**config.mk**
```make
export PLATFORM = sky130hd
export DESIGN_NAME = dmem_responder
export DESIGN_NICKNAME = d
export VERILOG_FILES = /design/src/rtl/dmem_responder.sv
export SDC_FILE = /design/constraint.sdc
export NUM_CORES = 2
export LEC_CHECK = 0
export CORE_UTILIZATION = 45
export CTS_CLUSTER_DIAMETER = 100
export DETAILED_ROUTE_END_ITERATION = 8
export HOLD_SLACK_MARGIN = 0.02
export PLACE_DENSITY = 0.68
export SETUP_SLACK_MARGIN = 0.05
export SLEW_MARGIN = 5
export SYNTH_ARGS = -nofsm -noshare
export SYNTH_HDL_FRONTEND = slang
export SYNTH_SLANG_ARGS = --single-unit
```
**constraint.sdc**
```tcl
create_clock -name clk -period 6.6 [get_ports clk]
set_input_delay 1.32 -clock clk [delete_from_list [all_inputs] [get_ports clk]]
set_output_delay 1.32 -clock clk [all_outputs]
set_load 0.03 [all_outputs]
```
**src/rtl/dmem_responder.sv**
```systemverilog
// Data-memory target for the core's dmem port: word RAM plus an I/O page
// holding GPIO, a free-running cycle counter and a TX FIFO.
module dmem_responder #(
    parameter int MEM_WORDS  = 64,
    parameter int FIFO_DEPTH = 4
) (
    input  logic        clk,
    input  logic        reset,
    input  logic        dmem_write,
    input  logic [31:0] addr,
    input  logic [31:0] dmem_write_data,
    output logic [31:0] dmem_read_data,
    output logic [31:0] gpio_out,
    output logic [31:0] tx_data,
    output logic        tx_valid,
    input  logic        tx_ready
);
    localparam int AW = $clog2(MEM_WORDS);
    localparam int CW = $clog2(FIFO_DEPTH);
    localparam logic [CW:0] FULL_COUNT = (CW+1)'(FIFO_DEPTH);

    localparam logic [1:0] REG_GPIO   = 2'd0;
    localparam logic [1:0] REG_CYCLE  = 2'd1;
    localparam logic [1:0] REG_TXDATA = 2'd2;
    localparam logic [1:0] REG_TXSTAT = 2'd3;

    logic [31:0]   ram [MEM_WORDS];
    logic [31:0]   fifo_mem [FIFO_DEPTH];
    logic [AW-1:0] ram_idx;
    logic          io_sel;
    logic [1:0]    io_reg;
    logic [31:0]   cycle_count;
    logic [CW-1:0] rd_ptr;
    logic [CW-1:0] wr_ptr;
    logic [CW:0]   count;
    logic          overflow;
    logic          empty;
    logic          full;
    logic          pop;
    logic          push_req;
    logic          push_ok;
    logic [7:0]    count_byte;
    logic          unused_addr_bits;

    assign ram_idx = addr[AW+1:2];
    assign io_sel  = addr[31];
    assign io_reg  = addr[3:2];
    assign unused_addr_bits = ^{addr[30:AW+2], addr[1:0]};

    always_ff @(posedge clk) begin
        if (dmem_write && !io_sel)
            ram[ram_idx] <= dmem_write_data;
    end

    always_ff @(posedge clk or posedge reset) begin
        if (reset)
            gpio_out <= '0;
        else if (dmem_write && io_sel && io_reg == REG_GPIO)
            gpio_out <= dmem_write_data;
    end

    // A software write takes priority over the free-running increment.
    always_ff @(posedge clk or posedge reset) begin
        if (reset)
            cycle_count <= '0;
        else if (dmem_write && io_sel && io_reg == REG_CYCLE)
            cycle_count <= dmem_write_data;
        else
            cycle_count <= cycle_count + 32'd1;
    end

    // TX handshake: a word transfers on a rising edge where tx_valid and
    // tx_ready are both high; tx_data holds the head word until that edge.
    assign empty    = (count == '0);
    assign full     = (count == FULL_COUNT);
    assign tx_valid = !empty;
    assign tx_data  = fifo_mem[rd_ptr];
    assign pop      = tx_valid && tx_ready;
    assign push_req = dmem_write && io_sel && io_reg == REG_TXDATA;
    assign push_ok  = push_req && (!full || pop);

    always_ff @(posedge clk) begin
        if (push_ok)
            fifo_mem[wr_ptr] <= dmem_write_data;
    end

    always_ff @(posedge clk or posedge reset) begin
        if (reset) begin
            rd_ptr   <= '0;
            wr_ptr   <= '0;
            count    <= '0;
            overflow <= 1'b0;
        end else begin
            if (pop)
                rd_ptr <= rd_ptr + 1'b1;
            if (push_ok)
                wr_ptr <= wr_ptr + 1'b1;
            if (push_ok && !pop)
                count <= count + 1'b1;
            else if (pop && !push_ok)
                count <= count - 1'b1;
            // Overflow is sticky until software clears it via TXSTAT bit 2.
            if (push_req && !push_ok)
                overflow <= 1'b1;
            else if (dmem_write && io_sel && io_reg == REG_TXSTAT && dmem_write_data[2])
                overflow <= 1'b0;
        end
    end

    assign count_byte = 8'(count);

    always_comb begin
        dmem_read_data = '0;
        if (!io_sel) begin
            dmem_read_data = ram[ram_idx];
        end else begin
            case (io_reg)
                REG_GPIO:   dmem_read_data = gpio_out;
                REG_CYCLE:  dmem_read_data = cycle_count;
                REG_TXDATA: dmem_read_data = '0;
                REG_TXSTAT: dmem_read_data = {16'b0, count_byte, 5'b0, overflow, empty, full};
                default:    dmem_read_data = '0;
            endcase
        end
    end
endmodule

```
==> metrics.log <==
INFO  metric layout.cells.most_common = sky130_fd_sc_hd__edfxtp_1
INFO  metric reg2reg_slack = 4.13 ns
INFO  metric latest_clock_arrival_within_the_worst_skew_pair = 0.84 ns
INFO  metric final.setup.tns = 0 ns
INFO  metric cts.root.buffer_cell = sky130_fd_sc_hd__clkbuf_16
INFO  metric detail_route.wl_per_cell = 34.8 µm
INFO  metric final_min_period_over_clock_period = 0.970
INFO  metric arrival = 5.08 ns
INFO  metric finalHoldViolCount = 0
INFO  metric viasPerCell = about 6.4
INFO  metric cellLeakagePower = around 32 nW
INFO  metric crit_type = input pin to output port
INFO  metric run_status = completed
INFO  metric number_of_enable_flip_flop_cells_after_synthesis = 2176
INFO  metric hold_path_depth = 2
INFO  metric final_slew_viol_count = 0
INFO  metric final.min_clock_period = 6.40 ns
INFO  metric crit-reg2reg-launch = count[0]
INFO  metric timing.critical_path.to_type = output port
INFO  metric layout.core_utilization = 0.524
INFO  metric ys_ff_latch = 2248
INFO  metric holdPathEnd = overflow
INFO  metric grt_start_max_net_pins = between 70 and 80
INFO  metric top_cells_by_area_synth = sky130_fd_sc_hd__edfxtp_1 (75%), sky130_fd_sc_hd__mux4_2 (14%), sky130_fd_sc_hd__dfrtp_1 (2.1%)
INFO  metric synth_area_leader_cell = sky130_fd_sc_hd__edfxtp_1
INFO  metric startpoint_type = input pin
INFO  metric fillerInstances = between 10000 and 15000
INFO  metric tightestPinTransition = around 1.3 ns
INFO  metric post_synthesis_cell_area = approximately 87000 µm²
INFO  metric nets = approximately 4500
INFO  metric max-vdd-ir-drop = roughly 0.00028 V
INFO  metric routed_wl = between 200000 and 250000 µm
INFO  metric class_of_the_tightest_hold_or_removal_check = register to register
INFO  metric number_of_clock_buffers_inserted_by_tritoncts = 214
INFO  metric drcViolationCount = 0
INFO  metric reg2reg_depth = 10
INFO  metric p_per_area = 310 nW/µm²
INFO  metric clock_skew = 0.0256 ns
INFO  metric reported_max_cap_violation_count = 0
INFO  metric die_area = ~200000 µm²
INFO  metric synth_top_area_frac = 0.752
INFO  metric buffer_ports.inserted = roughly 140
INFO  metric weighted_congestion_reported_at_the_end_of_routability_driven_placement = approximately 0.87
INFO  metric clockBufferDepth = 3
INFO  metric grt_util_met2 = 0.385
INFO  metric number_of_antenna_violations_at_the_first_check_in_global_routing = 21
INFO  metric synth.net_count = between 4000 and 5000
INFO  metric starting_density_of_the_core = 0.455
INFO  metric met1_usage = 0.353
INFO  metric globalRoute.totalOverflow = 0
INFO  metric hpwlAfterDp = between 100000 and 150000 µm
INFO  metric synth-async-reset-ratio = 0.0320
INFO  metric dr_total_vias = roughly 45000
INFO  metric setup-violations-final = 0
INFO  metric fraction_of_final_layout_cells_with_drive_strength_greater_than_1 = 0.282
INFO  metric firstDrtPassIters = 6
INFO  metric rsz0062_at_grt = no
INFO  metric drt_iter0_markers = a little over 8000
INFO  metric post-cts-setup-buffer-count = 0
INFO  metric groute.layer.met3.usage = 0.0614
INFO  metric syn-instance-count = roughly 4000
INFO  metric tritoncts = yes
INFO  metric dieWidth = about 440 µm
INFO  metric grt.total_usage = 0.252
INFO  metric drt.antenna.violating_nets = 0
INFO  metric pin_count = 165
INFO  metric r2r-end = count[2]
INFO  metric fp-row-count = 160
INFO  metric max_clock_freq = approximately 0.16 GHz
INFO  metric cts.repair.resized = 0
INFO  metric hold_start = overflow
INFO  metric coreArea = around 190000 µm²
INFO  metric synthToLayoutAreaGrowth = 15.1%
INFO  metric synthFlopType = sky130_fd_sc_hd__edfxtp_1
INFO  metric clock_sinks = ~2200
INFO  metric grt_pass1_vias = between 40000 and 50000
INFO  metric cp.required = about 5.3 ns
INFO  metric timing.max_slew.rel_slack = 0.137
INFO  metric critical_path_peak_fanout = 55
INFO  metric seq_area_frac_synth = 0.773
INFO  metric number_of_distinct_standard_cells_referenced_by_the_synthesized_netlist = 72
INFO  metric grt_first_pass_wirelength = about 340000 µm
INFO  metric most-common-layout-cells = sky130_fd_sc_hd__edfxtp_1 (2176), sky130_fd_sc_hd__mux4_2 (530), sky130_fd_sc_hd__buf_4 (260)
INFO  metric synth.avg_cell_area = ~22 µm²
INFO  metric cts.reportedPaths.clkPinSlew = 0.06 ns
INFO  metric die_y = 441 µm
INFO  metric cts.hold.buffers_added = 0
INFO  metric cts_max_level = 4
INFO  metric number_of_warnings_issued_by_yosys = 0
INFO  metric global_route.peak_usage_layer = met2
## how the worst max path moves through the flow
stage                     startpoint                 to  slack, ns  depth (start not counted)
after floorplan              addr[3]  dmem_read_data[1]       1.99                          9
after global placement       addr[2]  dmem_read_data[6]       0.12                         10
after detailed placement     addr[2]  dmem_read_data[6]       0.08                         10
after CTS                    addr[2]  dmem_read_data[6]       0.08                         10
after global routing         addr[2]  dmem_read_data[6]       0.08                         10
final                        addr[2]  dmem_read_data[6]       0.20                         10
## state kept, by name, summed over array words and instances (netlist names)
| name | count |
|---|---|
| count | 3 |
| cycle_count | 32 |
| fifo_mem | 128 |
| gpio_out | 32 |
| overflow | 1 |
| ram | 2048 |
| rd_ptr | 2 |
| wr_ptr | 2 |
## logic make-up (layout without fill, tap and decap cells)
logic type                 after synthesis  after routing  synth area share
DFF                                   2248           2248             0.773
and+or+nand+nor                        381            381            0.0205
AOI/OAI and AO/OA                      362            362            0.0284
other                                    0              4                 0
xor gates and xnor gates                36             36           0.00363
muxes                                  706            706             0.159
buffers and inverters                  221            818            0.0150
adders and majority gates                7              7           0.00109
## area by class of cell
cell class | count | area (µm²) | share of cell area
multi-input cells | 1492 | 19000 | 0.190
flip-flops and latches | 2248 | 67100 | 0.671
well taps | 2511 | 3140 | 0.0314
diodes | 4 | 10.0 | 0.000100
inverters | 7 | 27.5 | 0.000275
clock inverters | 113 | 1060 | 0.0106
repair buffers | 422 | 3970 | 0.0397
clock buffers | 276 | 5670 | 0.0567
## Yosys cell counts, types with 12 or more instances
| library cell | n |
|---|---|
| sky130_fd_sc_hd__a221oi_1 | 19 |
| sky130_fd_sc_hd__a22o_1 | 15 |
| sky130_fd_sc_hd__a22oi_1 | 91 |
| sky130_fd_sc_hd__buf_4 | 35 |
| sky130_fd_sc_hd__buf_6 | 28 |
| sky130_fd_sc_hd__buf_2 | 52 |
| sky130_fd_sc_hd__buf_1 | 13 |
| sky130_fd_sc_hd__mux4_2 | 530 |
| sky130_fd_sc_hd__nand3_1 | 32 |
| sky130_fd_sc_hd__edfxtp_1 | 2176 |
| sky130_fd_sc_hd__nor3_1 | 23 |
| sky130_fd_sc_hd__o22ai_1 | 19 |
| sky130_fd_sc_hd__xnor2_1 | 16 |
| sky130_fd_sc_hd__clkbuf_1 | 81 |
| sky130_fd_sc_hd__dfrtp_1 | 72 |
| sky130_fd_sc_hd__o21a_1 | 12 |
| sky130_fd_sc_hd__nor2b_1 | 15 |
| sky130_fd_sc_hd__nand2_1 | 96 |
| sky130_fd_sc_hd__xor2_1 | 20 |
| sky130_fd_sc_hd__a211oi_1 | 12 |
| sky130_fd_sc_hd__a21oi_1 | 88 |
| sky130_fd_sc_hd__mux2i_1 | 126 |
| sky130_fd_sc_hd__o21ai_0 | 39 |
| sky130_fd_sc_hd__and3_1 | 15 |
| sky130_fd_sc_hd__nor2_1 | 133 |
| sky130_fd_sc_hd__mux2_2 | 47 |
## worst max-delay path: stages
cell,delay [ns]
sky130_fd_sc_hd__buf_8,0.61
sky130_fd_sc_hd__buf_12,0.31
sky130_fd_sc_hd__buf_4,0.26
sky130_fd_sc_hd__mux4_2,0.25
sky130_fd_sc_hd__mux2i_1,0.13
sky130_fd_sc_hd__a211oi_1,0.35
sky130_fd_sc_hd__o21ai_0,0.17
sky130_fd_sc_hd__a211oi_1,0.82
sky130_fd_sc_hd__o31a_1,0.60
sky130_fd_sc_hd__buf_12,0.19
## report_power, final
group / internal, W / total, W / switching, W
Sequential: 0.0159 / 0.0161 / 0.000200
Combinational: 0.00118 / 0.00301 / 0.00183
Clock: 0.00668 / 0.0119 / 0.00523
## stage by stage
stage	instances	setup WS, ns	hold WS (ns)	cell area (µm²)	total power (W)
CTS	7069	0.0840	0.514	100000	0.0311
detailed placement	6680	0.0822	0.498	93300	0.0194
floorplan	3961	1.99	0.464	86900	0.0179
global route	7070	0.0811	0.564	100000	0.0317
global placement	6680	0.117	0.494	93300	0.0193
finish	7073	0.201	0.514	100000	0.0310
## per-layer routing
metal | up-vias | wire length, µm
li1 | 17575 | -
met1 | 23932 | 92200
met2 | 3005 | 115000
met3 | 430 | 29500
met4 | 6 | 9550
met5 | - | 35
(Power assumes the default switching activity.)
